File: config.mk
export PLATFORM = sky130hd
export DESIGN_NAME = uart_rx
export DESIGN_NICKNAME = d
export VERILOG_FILES = /design/src/rtl/uart_rx.sv
export SDC_FILE = /design/constraint.sdc
export NUM_CORES = 1
export LEC_CHECK = 0
export ABC_AREA = 1
export CAP_MARGIN = 10
export CORE_ASPECT_RATIO = 0.5
export CORE_UTILIZATION = 51
export CTS_CLUSTER_SIZE = 40
export DETAILED_ROUTE_END_ITERATION = 10
export PLACE_DENSITY = 0.71
export SLEW_MARGIN = 20
export SYNTH_ARGS = -nofsm -noshare
export SYNTH_HDL_FRONTEND = slang
export SYNTH_SLANG_ARGS = --single-unit
File: constraint.sdc
create_clock -name clk -period 1.9 [get_ports clk]
set_input_delay 0.57 -clock clk [delete_from_list [all_inputs] [get_ports clk]]
set_output_delay 0.57 -clock clk [all_outputs]
set_load 0.1 [all_outputs]
File: src/rtl/uart_rx.sv
// UART receiver for 8N1-style frames. It uses the baud generator's 16x tick for mid-bit sampling.
// Each frame produces a one-cycle done strobe, a data byte and a framing-error flag.
module uart_rx #(
    parameter int DBIT    = 8,
    parameter int SB_TICK = 16,
    parameter int OVS     = 16
) (
    input  logic            clk,
    input  logic            reset,
    input  logic            rx,
    input  logic            s_tick,
    output logic [DBIT-1:0] dout,
    output logic            rx_done_tick,
    output logic            frame_err,
    output logic            busy
);

    localparam int NW = (DBIT > 1) ? $clog2(DBIT) : 1;

    localparam logic [4:0]    S_MID  = 5'(OVS / 2 - 1);
    localparam logic [4:0]    S_BIT  = 5'(OVS - 1);
    localparam logic [4:0]    S_STOP = 5'(SB_TICK - 1);
    localparam logic [NW-1:0] N_LAST = NW'(DBIT - 1);

    typedef enum logic [1:0] {
        IDLE  = 2'd0,
        START = 2'd1,
        DATA  = 2'd2,
        STOP  = 2'd3
    } state_t;

    state_t          state_reg, state_next;
    logic [4:0]      s_reg, s_next;
    logic [NW-1:0]   n_reg, n_next;
    logic [DBIT-1:0] b_reg, b_next;
    logic [DBIT-1:0] dout_reg, dout_next;
    logic            ferr_reg, ferr_next;
    logic            done_reg, done_next;
    logic            armed_reg, armed_next;
    logic            rx_meta_reg, rx_s_reg;

    // Two-flop synchronizer. Both flops reset to the idle-high line level.
    always_ff @(posedge clk or negedge reset) begin
        if (!reset) begin
            rx_meta_reg <= 1'b1;
            rx_s_reg    <= 1'b1;
        end else begin
            rx_meta_reg <= rx;
            rx_s_reg    <= rx_meta_reg;
        end
    end

    always_ff @(posedge clk or negedge reset) begin
        if (!reset) begin
            state_reg <= IDLE;
            s_reg     <= '0;
            n_reg     <= '0;
            b_reg     <= '0;
            dout_reg  <= '0;
            ferr_reg  <= 1'b0;
            done_reg  <= 1'b0;
            armed_reg <= 1'b0;
        end else begin
            state_reg <= state_next;
            s_reg     <= s_next;
            n_reg     <= n_next;
            b_reg     <= b_next;
            dout_reg  <= dout_next;
            ferr_reg  <= ferr_next;
            done_reg  <= done_next;
            armed_reg <= armed_next;
        end
    end

    always_comb begin
        state_next = state_reg;
        s_next     = s_reg;
        n_next     = n_reg;
        b_next     = b_reg;
        dout_next  = dout_reg;
        ferr_next  = ferr_reg;
        done_next  = 1'b0;
        armed_next = armed_reg;

        case (state_reg)
            IDLE: begin
                // The armed flag stops a held-low line (break) from restarting frames.
                if (!rx_s_reg && armed_reg) begin
                    state_next = START;
                    s_next     = '0;
                    armed_next = 1'b0;
                end else if (rx_s_reg) begin
                    armed_next = 1'b1;
                end
            end
            START: begin
                if (s_tick) begin
                    if (s_reg == S_MID) begin
                        if (!rx_s_reg) begin
                            state_next = DATA;
                            s_next     = '0;
                            n_next     = '0;
                        end else begin
                            state_next = IDLE;
                        end
                    end else begin
                        s_next = s_reg + 5'd1;
                    end
                end
            end
            DATA: begin
                if (s_tick) begin
                    if (s_reg == S_BIT) begin
                        b_next = {rx_s_reg, b_reg[DBIT-1:1]};
                        s_next = '0;
                        if (n_reg == N_LAST) begin
                            state_next = STOP;
                        end else begin
                            n_next = n_reg + 1'b1;
                        end
                    end else begin
                        s_next = s_reg + 5'd1;
                    end
                end
            end
            STOP: begin
                if (s_tick) begin
                    if (s_reg == S_STOP) begin
                        state_next = IDLE;
                        dout_next  = b_reg;
                        ferr_next  = ~rx_s_reg;
                        done_next  = 1'b1;
                    end else begin
                        s_next = s_reg + 5'd1;
                    end
                end
            end
            default: state_next = IDLE;
        endcase
    end

    assign dout         = dout_reg;
    assign frame_err    = ferr_reg;
    assign rx_done_tick = done_reg;
    assign busy         = (state_reg != IDLE);

endmodule

==> results of run 1 <==
## report_power, final
group          switching [mW]  internal, mW  total (mW)
Combinational           0.431         0.228       0.659
Sequential             0.0982         0.728       0.827
Clock                   0.254         0.390       0.644
## logic make-up (layout without fill, tap and decap cells)
logic type / Yosys count / in the layout
buffers and inverters: 28 / 50
AOI/OAI and AO/OA: 28 / 28
and+or+nand+nor: 84 / 84
DFF: 31 / 31
adders and majority gates: 4 / 4
## cell usage after synthesis (all sizes together)
master and count:
a21oi 3, nand4 4, ha 4, dfstp 2, dfrtp 29, or2 1
nor2 13, nor3 1, o21ai 25, nand2 56, buf 4, inv 24
nand3 9
## per-layer routing
layer  vias up  track usage
met5         -            0
met4         0        0.121
met3         8       0.0756
met2        22        0.357
met1       541        0.265
li1        597            -
## worst register-to-register path: stages (launching register included)
cell,delay [ns]
dfrtp_1,0.43
ha_1,0.19
nand2_1,0.10
inv_1,0.13
nand2_1,0.08
ha_1,0.28
inv_1,0.04
nand2_1,0.05
nand2_1,0.06
nand2_1,0.06
o21ai_1,0.05
## through the flow
stage	instance area, µm²	hold WS (ns)	std cells	util
6_report	1970	0.357	234	0.717
5_1_grt	1970	0.359	234	0.717
4_1_cts	1960	0.357	233	0.715
3_5_place_dp	1850	0.347	225	0.674
3_3_place_gp	1850	0.346	225	0.674
2_1_floorplan	1560	0.274	175	-
## how the worst min path moves through the flow
| stage | from | endpoint | slack [ns] | cells after the start |
|---|---|---|---|---|
| CTS | rx_meta_reg | rx_s_reg | 0.36 | 0 |
| global placement | rx_meta_reg | rx_s_reg | 0.35 | 0 |
| finish | rx_meta_reg | rx_s_reg | 0.36 | 0 |
| floorplan | reset | asynchronous set/reset pin | 0.27 | 0 |
| global route | rx_meta_reg | rx_s_reg | 0.36 | 0 |
| detailed placement | rx_meta_reg | rx_s_reg | 0.35 | 0 |
## cell type report
class | instances | area share
Timing Repair Buffer | 18 | 0.148
Inverter | 24 | 0.0457
Tap cell | 37 | 0.0235
Clock buffer | 5 | 0.0349
Sequential cell | 31 | 0.395
Multi-Input combinational cell | 116 | 0.331
Clock inverter | 3 | 0.0222
==> impl_results.md, run 1 <==
- WP depth: 3
- Fin Clk Skew: 0.00531 ns
- Leading cell types by total area after synthesis: dfrtp_1, nand2_1, o21ai_2
- Crit. Startpoint: state_reg[0]
- Pleak: 0.950 nW
- Worst vdd ir: 0.638 mV
- Share of Yosys cell area claimed by the top area cell type: 0.465
- Clk slew on worst S/H paths: 0.07 ns
- CP max stage delay: about 0.55 ns
- Hold WC Path Type: reg2reg
- Post-CTS Setup Bufs: 0
- Syn Nets: around 180
- Core box area: between 2000 and 3000 µm²
- CP Launch Type: register
- Largest net degree at the start of global routing: 32
- RSZ-0062 raised after global routing: false
- H-tree depth: 2
- GRT overflow: 0
- Total power draw: around 2.1 mW
- Setup slack at placement: 0.0617 ns
- Die Width: 80.3 µm
- Initial antenna violation count: 0
- Routability Congestion: just over 0.8
- CTS Hold Bufs: 0
- Number of library cell types mapped by synthesis: 23
- Setup WS post-layout: 0.0948 ns
- Routed length on met3: between 100 and 150 µm
- DIE HEIGHT: 41.1 µm
- Critical Path End: busy
- Die ar.: 3300 µm²
- Row count: 13
- DRC: 0
- Worst reg2reg path depth: 10
- Commonest non-fill, non-tap cell in the layout: nand2_1
- Setup TNS: 0 ns
- DP HPWL: 1980 µm
- Antenna viol nets, final: 0
- Diodes inserted: 0
- Final setup fails: 0
- First-pass GRT wire length: about 5000 µm
- Buf/Inv on CP: 2
- Yosys top cell by area: dfrtp_1
- CP required: approximately 1.3 ns
- Multiplexer share of the synthesized area: 0
- CP endpoint kind: output pin
- RR Endpoint: s_reg[4]
- CTS tree: done
- Total GRT Usage: 0.218
- Sequential Area: between 700 and 800 µm²
- Synthesized cell area: 1560 µm²
- Fill cell count: 199
- Synth Area in Adders: 0.0321
- Initial core utilization: 0.568
- Most frequent cells in the layout: nand2_1, dfrtp_1, inv_1, o21ai_2, buf_12
- Power per cell area: 1080 nW/µm²
- Slew HR: 0.765
- RR Startpoint: s_reg[0]
- Slack of the worst reg-to-reg path: 0.31 ns
- #FFs+latches synth: 31
- Ports: 15
- Share of cells above drive strength 1: 0.279
- Via density: approximately 5
- Multi-input gate area: 652 µm²
- CTS resizes: 0
- Routed vias: about 1200
- Min Tclk post-route: roughly 1.8 ns
- Outcome: complete, no violations
- Complex-gate fraction of the synthesized area: 0.131
- Highest routed layer: met4
- Met2 WL: 1300 µm
- Final hold vios: 0
- Slowest-stage cell, CP: dfrtp_1
- Area share of and/or/nand/nor cells after synthesis: 0.255
- Vias in the first global route: around 1100
- Crit path DAT: 1.24 ns
- Synth-to-layout area growth: 26.3%
- Total clock sinks: 31
- Detailed Routing Iterations Pass 1: 4
- Wl on met1: 1400 µm
- MaxCap Viol Count: 0
- Mean Syn Cell Area: 8.92 µm²
- Crit path max fanout: 8
- Max Freq: 554 MHz
- Root Driver: clkbuf_8
- Final wirelength: around 2900 µm
- Warnings, synthesis: 0
- Clk_lat worst skew: 0.28 ns
- Clock buffer count from CTS: 5
- Final net count: 204
- Worst path top cell family by delay: flip-flops
- Cells after Synth: about 180
- Critical path, cell by cell: nor2_4 -> inv_1 -> buf_12
- Initial DRC count: 73
- Worst Tran Pin Value: 0.353 ns
- Max Root-Sink Buffers: 2
- Main combinational cell family by area after synthesis: simple AND/OR/NAND/NOR gates
- Final worst-path cycle share: 0.950
- Register area share after synthesis: 0.498
- Post-synthesis xor/xnor area fraction: 0
- Routed wire per std cell: 12.3 µm
- Port Buffers: 14
- Final Max Tran Viols: 0
- Kind of critical path: reg2out
Power figures use the tool's default switching activity.
==> inputs of run 2 (changes only) <==
--- a/config.mk
+++ b/config.mk
@@ -7,7 +7,6 @@
 export LEC_CHECK = 0
 export ABC_AREA = 1
 export CAP_MARGIN = 10
-export CORE_ASPECT_RATIO = 0.5
 export CORE_UTILIZATION = 51
 export CTS_CLUSTER_SIZE = 40
 export DETAILED_ROUTE_END_ITERATION = 10
==> run 2 against run 1 <==
  * The run now ends with DRC left
  * Critical path depth stayed put
  * Core utilization down 4.4 points
  * Global-route usage shrank 1.8 points
  * First-iteration DRC count down 66%
  * Total power is 12% lower
  * Sequential power decreased by 0.8%
  * Clock power is 41% lower
  * Final cell count decreased by 2.6%
  * Critical path type unchanged
  * Largest cell class unchanged
==> impl_results.md, run 2 (synthesized netlist as in run 1, its figures left out) <==
- Vias in the first global route: 1181
- CTS Hold Bufs: 0
- CP endpoint kind: output pin
- Kind of critical path: reg2out
- Clk_lat worst skew: 0.33 ns
- First-pass GRT wire length: 4930 µm
- Die Width: 57.3 µm
- GRT overflow: 0
- Hold WC Path Type: reg2reg
- Clock buffer count from CTS: 5
- Hold Path Depth: 0
- DRC: 4
- Fin Clk Skew: 0.0117 ns
- Commonest non-fill, non-tap cell in the layout: nand2_1
- Detailed Routing Iterations Pass 1: 7
- Row count: 19
- Final Max Tran Viols: 0
- Fill cell count: 238
- Final hold vios: 0
- Hold path start: rx_meta_reg
- Via density: slightly above 5
- Min Tclk post-route: 1.79 ns
- Max Freq: ~560 MHz
- Final setup fails: 0
- Antenna viol nets, final: 0
- Routability Congestion: 0.859
- CP required: between 1 and 1.5 ns
- Final worst-path cycle share: 0.942
- H-tree depth: 2
- Total GRT Usage: 0.200
- Max Root-Sink Buffers: 2
- Crit path DAT: about 1.2 ns
- RSZ-0062 raised after global routing: false
- Worst Tran Pin Value: about 0.37 ns
- Die ar.: 3290 µm²
- Initial DRC count: 25
- Failing checks: DRC
- Share of cells above drive strength 1: 0.284
- CTS tree: done
- Synth-to-layout area growth: 22.0%
- Diodes inserted: 0
- Outcome: finished with violations
- Final wirelength: 2650 µm
- Worst vdd ir: 0.642 mV
- Pleak: between 0.9 and 1 nW
- RR Startpoint: s_reg[0]
- Power per cell area: 984 nW/µm²
- Final net count: 205
- Slew HR: 0.751
- Core box area: 2830 µm²
- Worst reg2reg path depth: 8
- DIE HEIGHT: 57.3 µm
- Clk slew on worst S/H paths: around 0.090 ns
- Initial core utilization: 0.552
- Crit path max fanout: 8
- Total clock sinks: 31
- Root Driver: clkbuf_4
- Routed wire per std cell: roughly 12 µm
- MaxCap Viol Count: 0
- Largest net degree at the start of global routing: 32
- Hold Path End: rx_s_reg
- Slack of the worst reg-to-reg path: 0.32 ns
- Port Buffers: 14
- DP HPWL: between 1500 and 2000 µm
- Setup TNS: 0 ns
- Ports: 15
- Initial antenna violation count: 0
- Post-layout util: 0.673
- Routed vias: 1152
- CP Launch Type: register
- Most frequent cells in the layout: nand2_1, dfrtp_1, inv_1, o21ai_2, buf_12
==> run 2: cell count changes in the layout (fill, tap and decap cells not counted), sizes merged <==
cell | before | now
buf | 15 | 16
clkbuf | 5 | 6
clkinv | 2 | 1
bufinv | 1 | 0
==> run 2: area by class of cell <==
cell class                 instances  area [µm²]  area share
inverter                          24        90.1      0.0473
timing repair buffer              19         288       0.151
multi-input combinational        116         652       0.342
clock inverter                     1        5.00     0.00263
sequential                        31         779       0.409
clock buffer                       6        51.3      0.0269
tap                               31        38.8      0.0204
==> run 2: metrics by stage <==
step	cell area (µm²)	total power, mW	setup slack (ns)	cells	hold WS (ns)
6_report	1900	1.87	0.110	228	0.358
4_1_cts	1900	1.89	0.103	228	0.360
3_3_place_gp	1840	1.46	0.139	220	0.347
3_5_place_dp	1840	1.48	0.0781	220	0.347
5_1_grt	1900	2.01	0.0594	228	0.370
2_1_floorplan	1560	1.31	0.228	175	0.274
==> run 2: worst max-delay path by stage <==
stage | start | endpoint | slack (ns) | depth (start not counted)
global placement | s_tick | s_reg[1] | 0.14 | 7
CTS | state_reg[0] | busy | 0.10 | 3
floorplan | state_reg[0] | busy | 0.23 | 3
finish | state_reg[0] | busy | 0.11 | 3
detailed placement | s_tick | s_reg[4] | 0.08 | 7
global route | register | busy | 0.06 | 3
==> run 2: critical path, stage by stage (launching register included) <==
cell and delay (ns):
dfrtp_2 0.49, nor2_4 0.14, inv_1 0.08, buf_12 0.17
==> run 2: per-layer routing <==
| metal | share of wire | GRT usage |
|---|---|---|
| met1 | 0.45 | 0.251 |
| met2 | 0.49 | 0.324 |
| met3 | 0.038 | 0.0544 |
| met4 | 0.018 | 0.0941 |
| met5 | 0 | 0 |
==> run 2: power by group <==
group          switching [mW]  internal [mW]  leakage, nW
sequential             0.0901          0.730        0.418
combinational           0.432          0.239        0.473
clock                   0.211          0.171       0.0341
==> run 2: repair_timing <==
| action | 4_1_cts | 5_1_grt |
|---|---|---|
| gates resized for setup | 1 | 0 |
| buffers inserted | 1 | 0 |
| setup endpoints to repair | 1 | 0 |
| hold endpoints to repair | 0 | 0 |
